**config.mk**
```make
export PLATFORM = sky130hd
export DESIGN_NAME = param_bank_ctrl
export DESIGN_NICKNAME = d
export VERILOG_FILES = /design/src/rtl/param_bank_ctrl.sv
export SDC_FILE = /design/constraint.sdc
export NUM_CORES = 1
export LEC_CHECK = 0
export CORE_MARGIN = 2
export CORE_UTILIZATION = 50
export DETAILED_ROUTE_END_ITERATION = 12
export GPL_TIMING_DRIVEN = 0
export PLACE_DENSITY = 0.72
export SLEW_MARGIN = 10
export SYNTH_ARGS = -nofsm -noshare
export SYNTH_HDL_FRONTEND = slang
export SYNTH_SLANG_ARGS = --single-unit
export TNS_END_PERCENT = 1
```
**constraint.sdc**
```tcl
create_clock -name clk -period 4.2 [get_ports clk]
set_clock_uncertainty 0.05 [all_clocks]
set_input_delay 0.84 -clock clk [delete_from_list [all_inputs] [get_ports clk]]
set_output_delay 0.84 -clock clk [all_outputs]
set_load 0.01 [all_outputs]
```
**src/rtl/param_bank_ctrl.sv**
```systemverilog
// rtl/param_bank_ctrl.sv - per-channel parameter bank with shadow/active double buffering
// Host writes land in shadow; an apply sequence copies masked channels into the active bank.
module param_bank_ctrl #(
  parameter int NUM_CH  = 4,
  parameter int NUM_REG = 4,
  parameter int DATA_W  = 16,
  parameter logic [DATA_W-1:0] RST_VAL = '0,
  parameter int CH_W    = (NUM_CH  > 1) ? $clog2(NUM_CH)  : 1,
  parameter int REG_W   = (NUM_REG > 1) ? $clog2(NUM_REG) : 1
) (
  input  logic                             clk,
  input  logic                             rst_n,
  input  logic                             wr_valid,
  output logic                             wr_ready,
  input  logic [CH_W+REG_W-1:0]            wr_addr,
  input  logic [DATA_W-1:0]                wr_data,
  output logic                             wr_err,
  input  logic                             rd_valid,
  input  logic [CH_W+REG_W-1:0]            rd_addr,
  input  logic                             rd_active,
  output logic                             rd_resp_valid,
  output logic [DATA_W-1:0]                rd_data,
  output logic                             rd_err,
  input  logic                             apply_req,
  input  logic [NUM_CH-1:0]                apply_mask,
  output logic                             apply_busy,
  output logic                             apply_done,
  output logic [NUM_CH*NUM_REG*DATA_W-1:0] param_out
);

  typedef enum logic [1:0] {S_IDLE, S_SCAN, S_DONE} state_t;

  localparam logic [CH_W:0]   CH_LIM  = (CH_W+1)'(NUM_CH);
  localparam logic [REG_W:0]  REG_LIM = (REG_W+1)'(NUM_REG);
  localparam logic [CH_W-1:0] LAST_CH = CH_W'(NUM_CH - 1);

  logic [DATA_W-1:0] shadow [NUM_CH][NUM_REG];
  logic [DATA_W-1:0] active [NUM_CH][NUM_REG];

  state_t            state, state_d;
  logic [CH_W-1:0]   ch_idx, ch_idx_d;
  logic [NUM_CH-1:0] mask_q, mask_d;
  logic [NUM_CH-1:0] pend_mask, pend_mask_d;
  logic              pend_flag, pend_flag_d;
  logic [NUM_CH-1:0] start_mask;
  logic              copy_en;

  logic [CH_W-1:0]   wr_ch, rd_ch, rd_ch_s;
  logic [REG_W-1:0]  wr_reg, rd_reg, rd_reg_s;
  logic              wr_oor, rd_oor;

  assign wr_ch    = wr_addr[CH_W+REG_W-1:REG_W];
  assign wr_reg   = wr_addr[REG_W-1:0];
  assign rd_ch    = rd_addr[CH_W+REG_W-1:REG_W];
  assign rd_reg   = rd_addr[REG_W-1:0];
  assign wr_oor   = ({1'b0, wr_ch} >= CH_LIM) || ({1'b0, wr_reg} >= REG_LIM);
  assign rd_oor   = ({1'b0, rd_ch} >= CH_LIM) || ({1'b0, rd_reg} >= REG_LIM);
  // Clamp so an out-of-range read never indexes past the arrays.
  assign rd_ch_s  = rd_oor ? '0 : rd_ch;
  assign rd_reg_s = rd_oor ? '0 : rd_reg;
  assign wr_ready = ~apply_busy;

  always_ff @(posedge clk or negedge rst_n) begin
    if (!rst_n) begin
      state     <= S_IDLE;
      ch_idx    <= '0;
      mask_q    <= '0;
      pend_mask <= '0;
      pend_flag <= 1'b0;
    end else begin
      state     <= state_d;
      ch_idx    <= ch_idx_d;
      mask_q    <= mask_d;
      pend_mask <= pend_mask_d;
      pend_flag <= pend_flag_d;
    end
  end

  always_comb begin
    state_d     = state;
    ch_idx_d    = ch_idx;
    mask_d      = mask_q;
    pend_mask_d = pend_mask;
    pend_flag_d = pend_flag;
    apply_busy  = 1'b0;
    apply_done  = 1'b0;
    copy_en     = 1'b0;
    start_mask  = pend_mask | (apply_req ? apply_mask : '0);
    case (state)
      S_IDLE: begin
        if (apply_req || pend_flag) begin
          mask_d      = start_mask;
          ch_idx_d    = '0;
          pend_mask_d = '0;
          pend_flag_d = 1'b0;
          state_d     = (start_mask != '0) ? S_SCAN : S_DONE;
        end
      end
      S_SCAN: begin
        apply_busy = 1'b1;
        copy_en    = mask_q[ch_idx];
        if (ch_idx == LAST_CH) state_d = S_DONE;
        else                   ch_idx_d = ch_idx + CH_W'(1);
      end
      S_DONE: begin
        apply_busy = 1'b1;
        apply_done = 1'b1;
        state_d    = S_IDLE;
      end
      default: state_d = S_IDLE;
    endcase
    // Requests arriving mid-sequence are merged and replayed after one idle cycle.
    if (apply_busy && apply_req) begin
      pend_mask_d = pend_mask | apply_mask;
      pend_flag_d = 1'b1;
    end
  end

  always_ff @(posedge clk or negedge rst_n) begin
    if (!rst_n) begin
      for (int c = 0; c < NUM_CH; c++) begin
        for (int r = 0; r < NUM_REG; r++) begin
          shadow[c][r] <= RST_VAL;
          active[c][r] <= RST_VAL;
        end
      end
    end else begin
      if (wr_valid && wr_ready && !wr_oor) shadow[wr_ch][wr_reg] <= wr_data;
      if (copy_en) begin
        for (int r = 0; r < NUM_REG; r++) active[ch_idx][r] <= shadow[ch_idx][r];
      end
    end
  end

  always_ff @(posedge clk or negedge rst_n) begin
    if (!rst_n) begin
      wr_err        <= 1'b0;
      rd_resp_valid <= 1'b0;
      rd_err        <= 1'b0;
      rd_data       <= '0;
    end else begin
      wr_err        <= wr_valid && wr_ready && wr_oor;
      rd_resp_valid <= rd_valid;
      rd_err        <= rd_valid && rd_oor;
      if (rd_valid && !rd_oor)
        rd_data <= rd_active ? active[rd_ch_s][rd_reg_s] : shadow[rd_ch_s][rd_reg_s];
      else
        rd_data <= '0;
    end
  end

  for (genvar c = 0; c < NUM_CH; c++) begin : g_ch
    for (genvar r = 0; r < NUM_REG; r++) begin : g_reg
      assign param_out[(c*NUM_REG+r)*DATA_W +: DATA_W] = active[c][r];
    end
  end

endmodule

```
==> metrics.md <==
| Metric | Value |
|---|---|
| DRT iter0 DRCs | 1704 |
| Detailed placement HPWL | 65200 um |
| Reg2Reg Depth | 8 |
| Number of different library cells in the post-synthesis netlist | 43 |
| Layout cells sized above 1 | 44.9% |
| Longest Clk Path Bufs | 3 |
| FF-to-FF setup slack | 1040 ps |
| TritonCTS clock tree | built |
| Crit path top cell by count | buf_4 |
| Core ar. | 53700 sq um |
| # setup viols final | 0 |
| Startpoint types | input port |
| Post-CTS sizing | 0 |
| Sequential cell area fraction in the yosys report | 50.0% |
| GRT Total Usage | 31.8% |
| Max-cap violations | 0 |
| Mapped Cells | 1612 |
| Net count, final | 2023 |
| Peak supply drop | 0.345 mV |
| Asr flop ratio synth | 100% |
| Hold buffer count at CTS | 0 |
| CTS buffer count | 56 |
| First-pass GRT wire length | 128000 um |
| Critical R2R Launch | ch_idx[1]$_DFFE_PN0P_ |
| Ys flop type | dfrtp_1 |
| Row Count | 85 |
| Commonest non-fill, non-tap cell in the layout | dfrtp_1 |
| Root Driver | clkbuf_16 |
| Tot Pwr | 23.2 mW |
| DR vias | 17300 |
| Post-Syn Area | 27100 sq um |
| Die Area | 56100 sq um |
| DRT antenna net count | 0 |
| Die span in y | 237 um |
| Crit path buf inv count | 4 |
| Slew Limit Headroom | 20.0% |
| Leak | 15.2 nW |
| Ports | 312 |
| Residual DRC | 0 |
| Vias in the first global route | 17800 |
| CP max-delay cell | clkbuf_1 |
| WP data arrival | 3750 ps |
| Fmax | 300 MHz |
| Largest net degree at the start of global routing | 117 |
| Outcome | completed |
| Final WL | 88800 um |
| RD Place Congestion | 0.910 |
| Clk slew on worst S/H paths | 70 ps |
| Final worst-path cycle share | 79.3% |
| Avg WL per Cell | 32.5 um |
| Yosys warnings | 0 |
| # clock sinks | 542 |
| Critical path type | input port to flop |
| Post-CTS Setup Repair Bufs | 0 |
| Pwr/cell area | 698 nW/um^2 |
| Post-synth EDFFs | 0 |
| RSZ-0062 raised after global routing | false |
| Vias per cell | 6.35 |
| Top delay family on crit path | buffers and inverters |
| Origin of the worst setup path | rd_addr[2] |
| FF+latch count, synth | 542 |
| Clock latency at the later pin of the worst-skew pair | 640 ps |
| Reg2reg end | param_out[110]$_DFFE_PN0P_ |
| Worst-Margin Slew | 1200 ps |
| Overflow left after global routing | 0 |
| Most frequent cells in the layout | 542 x dfrtp_1, 305 x clkdlybuf4s50_1, 304 x mux2_2, 240 x mux2_4, 177 x mux4_2 |
| Area delta synth->final | 22.5% |
| Drt pass-1 iters | 5 |
| Final Hold Viols | 0 |
| I/O Buffers | 306 |
| Initial Util | 50.5% |
| Data required, critical path | 4620 ps |
| CP endpoint kind | flop |
| Max-slew violation count | 0 |
| Tightest Hold Check Type | input port to async pin |
| Crit-path max FO | 10 |
| Initial antenna violation count | 2 |
| Setup TNS Final | 0 ps |
| Die X | 237 um |
| CP cell instances | clkdlybuf4s50_1, buf_4, buf_4, nor2_1, clkbuf_1, a221oi_1, o21ai_0, a31oi_1 |
| Syn_area_per_cell | 16.8 sq um |
| Minimum clock period | 3330 ps |
| CTS H-Tree Depth | 2 |
| Fill cell count | 3856 |
| CP peak stage delay | 670 ps |
[worst max path at each step]
stage | end | slack (ps) | depth (start not counted)
after detailed placement | rd_data[8]$_DFF_PN0_ | 310 | 8
final | rd_data[8]$_DFF_PN0_ | 870 | 8
after CTS | rd_data[8]$_DFF_PN0_ | 950 | 8
after global routing | rd_data[8]$_DFF_PN0_ | 810 | 8
after floorplan | rd_data[10]$_DFF_PN0_ | 1750 | 6
after global placement | pend_mask[0]$_DFFE_PN0P_ | -21000 | 1
[Yosys cell counts (all sizes together), types with 9 or more instances]
| cell | count | area, sq um |
|---|---|---|
| mux2 | 544 | 7030 |
| dfrtp | 542 | 13600 |
| mux4 | 177 | 3990 |
| buf | 82 | 798 |
| clkbuf | 48 | 181 |
| mux2i | 32 | 320 |
| nand2 | 27 | 166 |
| a31oi | 20 | 125 |
| o21ai | 19 | 95.1 |
| a22oi | 17 | 128 |
| o221ai | 16 | 140 |
| nor2 | 15 | 56.3 |
| inv | 14 | 52.6 |
| a221oi | 12 | 105 |
| nor2b | 9 | 56.3 |
[sequential cells by signal (all words and copies together), names as in the netlist]
| name | cells |
|---|---|
| ch_idx | 2 |
| shadow | 256 |
| rd_data | 16 |
| rd_resp_valid | 1 |
| pend_flag | 1 |
| mask_q | 4 |
| state | 2 |
| param_out | 256 |
| pend_mask | 4 |
[layout make-up]
class | count | area (sq um) | share of cell area [%]
antenna | 2 | 5.00 | 0.0151
buffer | 130 | 980 | 2.95
clock buffer | 79 | 1620 | 4.87
clock inverter | 27 | 398 | 1.20
inverter | 14 | 52.6 | 0.158
multi-input combinational | 927 | 12500 | 37.7
sequential | 542 | 13600 | 40.8
tap | 696 | 871 | 2.62
timing repair buffer | 311 | 3210 | 9.65
[routing by layer]
layer  routed length [um]  up-vias  track usage (%)
li1                     -     6930                -
met1                36000     9387             43.4
met2                42300      834             50.9
met3                 7110      177             6.31
met4                 3430        2             11.8
met5                   13        -                0
[cells by family after synthesis]
| group | count (synthesis) | synth area share (%) |
|---|---|---|
| AO/OA/AOI/OAI | 99 | 2.59 |
| adder cells (fa/ha/maj) | 7 | 0.323 |
| other | 1 | 0.0138 |
| AND/OR/NAND/NOR | 66 | 1.47 |
| flip-flops | 542 | 50.0 |
| buffers and inverters | 144 | 3.81 |
| multiplexers | 753 | 41.8 |
[where the power goes]
group          switching, mW  total (mW)  internal [mW]
combinational           3.73        8.90           5.17
clock                   2.18        5.48           3.30
sequential              1.71        8.81           7.10
total                   7.62        23.2           15.6
[through the flow]
stage               util [%]  instances  cell area (sq um)  hold slack (ps)  setup slack (ps)
floorplan                  -       1613              27100              434              1750
global placement        57.8       2615              31100              450            -21000
detailed placement      58.1       2620              31200              461               315
CTS                     61.8       2726              33200             62.1               954
global route            61.8       2726              33200             91.1               811
finish                  61.9       2728              33200             63.4               869
(Power assumes the default switching activity.)
